==> config.mk <==
export PLATFORM = sky130hd
export DESIGN_NAME = serial_add_ctrl
export DESIGN_NICKNAME = d
export VERILOG_FILES = /design/src/rtl/serial_add_ctrl.sv
export SDC_FILE = /design/constraint.sdc
export NUM_CORES = 1
export LEC_CHECK = 0
export ABC_AREA = 0
export CORE_MARGIN = 10
export CORE_UTILIZATION = 46
export CTS_BUF_LIST = sky130_fd_sc_hd__clkbuf_4 sky130_fd_sc_hd__clkbuf_8
export DETAILED_ROUTE_END_ITERATION = 8
export GPL_ROUTABILITY_DRIVEN = 0
export GPL_TIMING_DRIVEN = 0
export PLACE_DENSITY_LB_ADDON = 0.08
export SYNTH_ARGS = -nofsm -noshare
export SYNTH_HDL_FRONTEND = slang
export SYNTH_SLANG_ARGS = --single-unit
==> constraint.sdc <==
create_clock -name clk -period 3.5 [get_ports clk]
set_input_delay 0.7 -clock clk [delete_from_list [all_inputs] [get_ports clk]]
set_output_delay 0.7 -clock clk [all_outputs]
set_load 0.02 [all_outputs]
==> src/rtl/serial_add_ctrl.sv <==
`default_nettype none
// ============================================================================
//  Module      : serial_add_ctrl
//  Description : Bit-serial add/subtract sequencer. Latches two W-bit
//                operands on a start request and walks them LSB-first
//                through a single 1-bit sum cell. The carry is kept in a
//                flop between cycles. Result, carry-out and signed overflow
//                are presented with a one-cycle done pulse.
//  Revision    : 1.0 - initial release
// ============================================================================
module serial_add_ctrl #(
  parameter int W = 8
) (
  input  logic         clk,
  input  logic         rst_n,
  input  logic         i_start,
  input  logic         i_sub,
  input  logic [W-1:0] i_a,
  input  logic [W-1:0] i_b,
  output logic         o_busy,
  output logic         o_done,
  output logic [W-1:0] o_s,
  output logic         o_co,
  output logic         o_ov
);

  // Counter just wide enough to index bits 0..W-1.
  localparam int CW = (W > 1) ? $clog2(W) : 1;
  localparam logic [CW-1:0] c_LAST_BIT = CW'(W - 1);

  typedef enum logic [1:0] {
    S_IDLE = 2'd0,
    S_RUN  = 2'd1,
    S_DONE = 2'd2
  } state_t;

  state_t        r_state;
  logic [W-1:0]  r_a;      // operand A shift register, bit 0 is the active bit
  logic [W-1:0]  r_b;      // operand B (already inverted for subtract)
  logic [W-1:0]  r_sr;     // result shift register, filled from the MSB side
  logic          r_carry;  // carry between bit slices
  logic [CW-1:0] r_cnt;    // index of the bit being processed

  logic          w_sum;
  logic          w_cout;
  logic          w_last;
  logic [W-1:0]  w_result;

  // Single-bit full-adder slice shared by every bit position.
  assign w_sum    = r_a[0] ^ r_b[0] ^ r_carry;
  assign w_cout   = (r_a[0] & r_b[0]) | (r_a[0] & r_carry) | (r_b[0] & r_carry);
  assign w_last   = (r_cnt == c_LAST_BIT);
  // Final result as it will look once the current sum bit is shifted in.
  assign w_result = {w_sum, r_sr[W-1:1]};

  // Sequencer: operand capture, per-bit shifting and result publication.
  always_ff @(posedge clk or negedge rst_n) begin
    if (!rst_n) begin
      r_state <= S_IDLE;
      r_a     <= '0;
      r_b     <= '0;
      r_sr    <= '0;
      r_carry <= 1'b0;
      r_cnt   <= '0;
      o_busy  <= 1'b0;
      o_done  <= 1'b0;
      o_s     <= '0;
      o_co    <= 1'b0;
      o_ov    <= 1'b0;
    end else begin
      case (r_state)
        S_IDLE: begin
          o_done <= 1'b0;
          if (i_start) begin
            // Subtraction is a + ~b + 1: invert B and seed the carry with 1.
            r_a     <= i_a;
            r_b     <= i_sub ? ~i_b : i_b;
            r_carry <= i_sub;
            r_cnt   <= '0;
            o_busy  <= 1'b1;
            r_state <= S_RUN;
          end
        end

        S_RUN: begin
          r_a     <= r_a >> 1;
          r_b     <= r_b >> 1;
          r_sr    <= w_result;
          r_carry <= w_cout;
          if (w_last) begin
            // Overflow: carry into the MSB differs from carry out of it.
            o_s     <= w_result;
            o_co    <= w_cout;
            o_ov    <= r_carry ^ w_cout;
            o_busy  <= 1'b0;
            o_done  <= 1'b1;
            r_state <= S_DONE;
          end else begin
            r_cnt <= r_cnt + 1'b1;
          end
        end

        S_DONE: begin
          // start is deliberately ignored here; the requester retries in IDLE.
          o_done  <= 1'b0;
          r_state <= S_IDLE;
        end

        default: begin
          o_busy  <= 1'b0;
          o_done  <= 1'b0;
          r_state <= S_IDLE;
        end
      endcase
    end
  end

endmodule
`default_nettype wire

# Word level (Yosys, flattened, before mapping)
# Cells that the tools add are included.
[word_totals]
reg_bits = 42
in_bits = 20
out_inout_bits = 12
word_cells = 53
[op_classes]
addsub = 1
n_eq_ne = 6
n_mux = 18
bitwise = 10
n_reduce_logical = 7
[op_table]
columns = ["operator", "count"]
rows = [
  ["8-bit one-hot mux with 2 select lines", 2],
  ["8-bit two-way mux", 3],
  ["8-bit NOT", 1],
  ["3-bit two-way mux", 2],
  ["2-bit != test (second input constant)", 3],
  ["3-bit one-hot mux with 2 select lines", 1],
  ["2-bit AND reduction", 3],
  ["3-bit AND reduction", 2],
  ["1-bit two-way mux", 5],
  ["2-bit two-way mux", 2],
  ["2-bit one-hot mux with 2 select lines", 1],
  ["3-bit by 1-bit adder with 3-bit output (second input constant)", 1],
  ["1-bit bitwise AND", 3],
  ["3-bit equality test (second input constant)", 1],
  ["1-bit one-hot mux with 3 select lines", 1],
  ["1-bit XOR", 3],
  ["2-bit by 1-bit equality test with 1-bit output (second input constant)", 1],
  ["2-bit equality test (second input constant)", 1],
  ["2-bit zero test", 1],
  ["1-bit OR", 2],
  ["1-bit one-hot mux with 2 select lines", 1],
  ["2-bit nonzero test", 1],
  ["1-bit NOT", 1],
]

# Longest topological paths before layout
[logic_depth]
ltp_word = 4
ltp_mapped = 6
ltp_nobuf = 5

# Worst setup path before layout
# OpenSTA, ideal clock, no wires.
[synth_timing]
kind = "register to register"
from = "reg r_cnt[0]"
to = "reg o_co"
setup_ns = 0.125
arrival_ns = 1.415
t_required_ns = 3.375
path_slack_ns = 1.960
stages_incl_launch_ff = 6
n_path_buf = 1
period_less_slack_ns = 1.540
cell_sequence = "dfrtp_1 > ha_1 > ha_1 > nand3b_1 > buf_4 > mux2_2"
[synth_via]
elab_chain_len = 2
[synth_lines]
columns = ["item", "line_no", "source"]
rows = [
  ["start: declaration", "42", "logic [CW-1:0] r_cnt;"],
  ["start signal: assignment", "99", "r_cnt <= r_cnt + 1'b1;"],
  ["3-bit equality test", "52", "assign w_last = (r_cnt == c_LAST_BIT);"],
  ["2-bit AND reduction (no line)", "-", ""],
  ["end signal: assignment", "93", "o_co <= w_cout;"],
  ["end: declaration", "23", "output logic o_co,"],
]
# Every way passes these cells.
# A chain may end at the register's enable or synchronous reset.

# Worst setup path after layout
[layout_timing]
from = "reg o_busy"
to = "out o_busy"
[layout_rtl]
columns = ["item", "line_no", "source"]
rows = [
  ["start: declaration", "20", "output logic o_busy,"],
  ["start signal: assignment", "65", "o_busy <= 1'b0;"],
  ["start signal: assignment", "80", "o_busy <= 1'b1;"],
  ["start signal: assignment", "95", "o_busy <= 1'b0;"],
]
# No word-level cell between the ends.

==> metrics.cfg <==
[status]
outcome = finished clean

[route]
vias_per_cell = 5.32
vias = 1246
first_pass_iters = 5
routed_wirelength_um = 3430
drtAntennaViolNets = 0
drcViolationCount = 0
drt_iter0_drc = 91
routedWlPerCell_um = 14.7

[synthesis]
syn-instance-count = 148
synth.distinct_cells = 28
synth.most_common_cell = dfrtp_1
synth.top_cell.area_share_pct = 56.2
synth_edf_count = 0
synthArstFlopShare_pct = 100
ys_ff_latch = 41
synth-seq-area-share_pct = 56.2
synthFlopType = dfrtp_1
yosys.area.top_type = dfrtp_1
syn-num-nets = 172
synth_area_um2 = 1820
avgSynthCellArea_um2 = 12.3
yosys_warnings = 0
synth_commonest_cells = dfrtp_1 (41), mux2_2 (17), nand2_1 (12)
synthTopCellsByArea = dfrtp_1 (56%), mux2_2 (10%), xnor2_1 (4.3%), a221o_1 (3.3%), a22oi_1 (3.3%)

[finish]
multi_input_area_um2 = 709
fillers = 321
nets = 209
n_antenna_cell = 0
drive_above_1_share_pct = 19.4
final_area_um2 = 2290
seq_area_um2 = 1030
area_growth_pct = 25.8

[setup_path]
rr_startpoint = r_cnt[0]$_DFFE_PN0P_
cpMaxStageDelayCell = clkdlybuf4s50_1
reg2reg_setup_slack_ns = 1.80
worstSetupPathType = flop to output port
startpoint_type = flop
crit_arrival_ns = 1.29
rr_worst_depth = 5
path_cells = clkdlybuf4s50_1
cp_num_buf_inv = 1
end_kind = output port
crit_family = buffers and inverters
crit_fanout = 3
worst_r2r_endpoint = o_s[0]$_DFFE_PN0P_
max_stage_delay_ns = 0.62
crit_required_ns = 2.80

[floorplan]
die_h_um = 83.0
start_util_pct = 48.7
coreArea_um2 = 3740
die_w_um = 83.0
ios = 32
rows = 22
dieArea_um2 = 6880

[timing]
skew_ns = 0.00820
hold_viol_final = 0
slew_viol_final = 0
whs_ns = 0.483
setup_tns_ns = 0
rsz0062_at_grt = false
tightestPinTransition_ns = 0.879
fin_crit_ns = 1.99
setup_viol = 0
fin_crit_sh_pct = 57.0
max_freq_mhz = 501
relSlewSlack_pct = 41.4

[clock_network]
htree_num_levels = 2
cts-root-buf = clkbuf_8
cts_resized = 0
clkTransAtPathRegs_ns = 0.08
cts-buffers-inserted = 5
clock_path_buffers = 2
clock_latency_ns = 0.29
cts.hold.buffers_added = 0
cts_setup_buffers = 0
clock_sinks = 41
cts_tree = yes

[job]
max_cap_violations = 0

[min_path]
whs_path_depth = 1
min_to = o_done$_DFFE_PN0P_
hp-start = o_done$_DFFE_PN0P_
hp-class = flop to flop

[power]
p_leak_nw = 1.01
vdd_drop_max_uv = 372
power.density_nw_per_um2 = 853

[global_route]
grt_max_degree = 42
grt-ovfl-total = 0
first_global_vias = 1286
grt_pass1_wl_um = 5980
grtUsageTotal_pct = 10.1
antenna_found_initial = 0

[placed_design]
dpl_cell_area_um2 = 2180
portBuffers = 30
dpl.hpwl_um = 2560

==> layer usage <==
| layer | wire, um | vias up | global-route usage [%] | part of all wire [%] |
|---|---|---|---|---|
| li1 | - | 594 | - | - |
| met4 | 57 | 0 | 4.31 | 1.7 |
| met1 | 1610 | 603 | 12.5 | 47 |
| met5 | 0 | - | 0 | 0 |
| met3 | 193 | 8 | 4.00 | 5.6 |
| met2 | 1570 | 41 | 15.3 | 46 |
==> power breakdown <==
group	internal [mW]	switching, mW	total (mW)
Sequential	0.674	0.122	0.796
Combinational	0.430	0.352	0.782
Clock	0.213	0.166	0.379
==> state kept, by name, indices dropped and copies added (netlist names) <==
register,count
o_co,1
r_carry,1
r_a,8
r_cnt,3
o_ov,1
o_busy,1
o_s,8
o_done,1
r_state,2
r_sr,7
r_b,8
==> cells by family after synthesis <==
family	count (synthesis)	share of synthesized area [%]
AND/OR/NAND/NOR	26	6.72
buffers and inverters	15	4.87
AO/OA/AOI/OAI	36	14.2
adder cells (fa/ha/maj)	4	3.16
XOR/XNOR	9	4.32
multiplexers	17	10.5
flip-flops	41	56.2
==> cell usage in the layout, fill, tap and decap left out <==
master	instances
dfrtp_1	41
clkdlybuf4s50_1	29
mux2_2	17
nand2_1	12
o21ai_0	11
xnor2_1	9
a22oi_1	8
nor2_1	8
buf_2	6
a221o_1	6
clkbuf_8	5
inv_1	4
a22o_1	4
buf_6	3
ha_1	3
clkbuf_1	2
a21oi_1	2
nor2b_1	1
o22ai_1	1
nor2b_4	1
o21a_1	1
nand3b_1	1
buf_4	1
o21bai_1	1
a32o_1	1
or3b_1	1
nand3_1	1
o211ai_1	1
nand2b_1	1
fa_1	1
clkinv_4	1
clkinvlp_4	1
bufinv_16	1
==> how the worst max path moves through the flow <==
stage	to	slack [ns]	cells after the start	startpoint
2_1_floorplan	o_co$_DFFE_PN0P_	1.96	5	r_cnt[0]$_DFFE_PN0P_
3_3_place_gp	r_b[4]$_DFFE_PN0P_	0.77	1	rst_n
3_5_place_dp	r_b[5]$_DFFE_PN0P_	1.46	5	i_start
4_1_cts	o_busy	1.50	1	o_busy$_DFFE_PN0P_
5_1_grt	o_ov	1.46	1	o_ov$_DFFE_PN0P_
6_report	o_busy	1.51	1	o_busy$_DFFE_PN0P_
==> final cells by class <==
type	count	area share, %
well taps	48	2.62
multi-input cells	92	30.9
repair buffers	30	12.9
flip-flops and latches	41	44.7
inverters	4	0.654
clock inverters	3	2.02
plain buffers	11	3.22
clock buffers	5	3.00
==> stage by stage <==
step                      util, %  power, mW  setup slack, ns  cells
after floorplan                 -       1.32             1.96    148
final                        61.3       1.96             1.51    234
after global routing         61.3       2.09             1.46    234
after CTS                    61.3       1.99             1.50    234
after global placement       58.4       1.57            0.769    226
after detailed placement     58.2       1.61             1.46    226
Power figures use the tool's default switching activity.
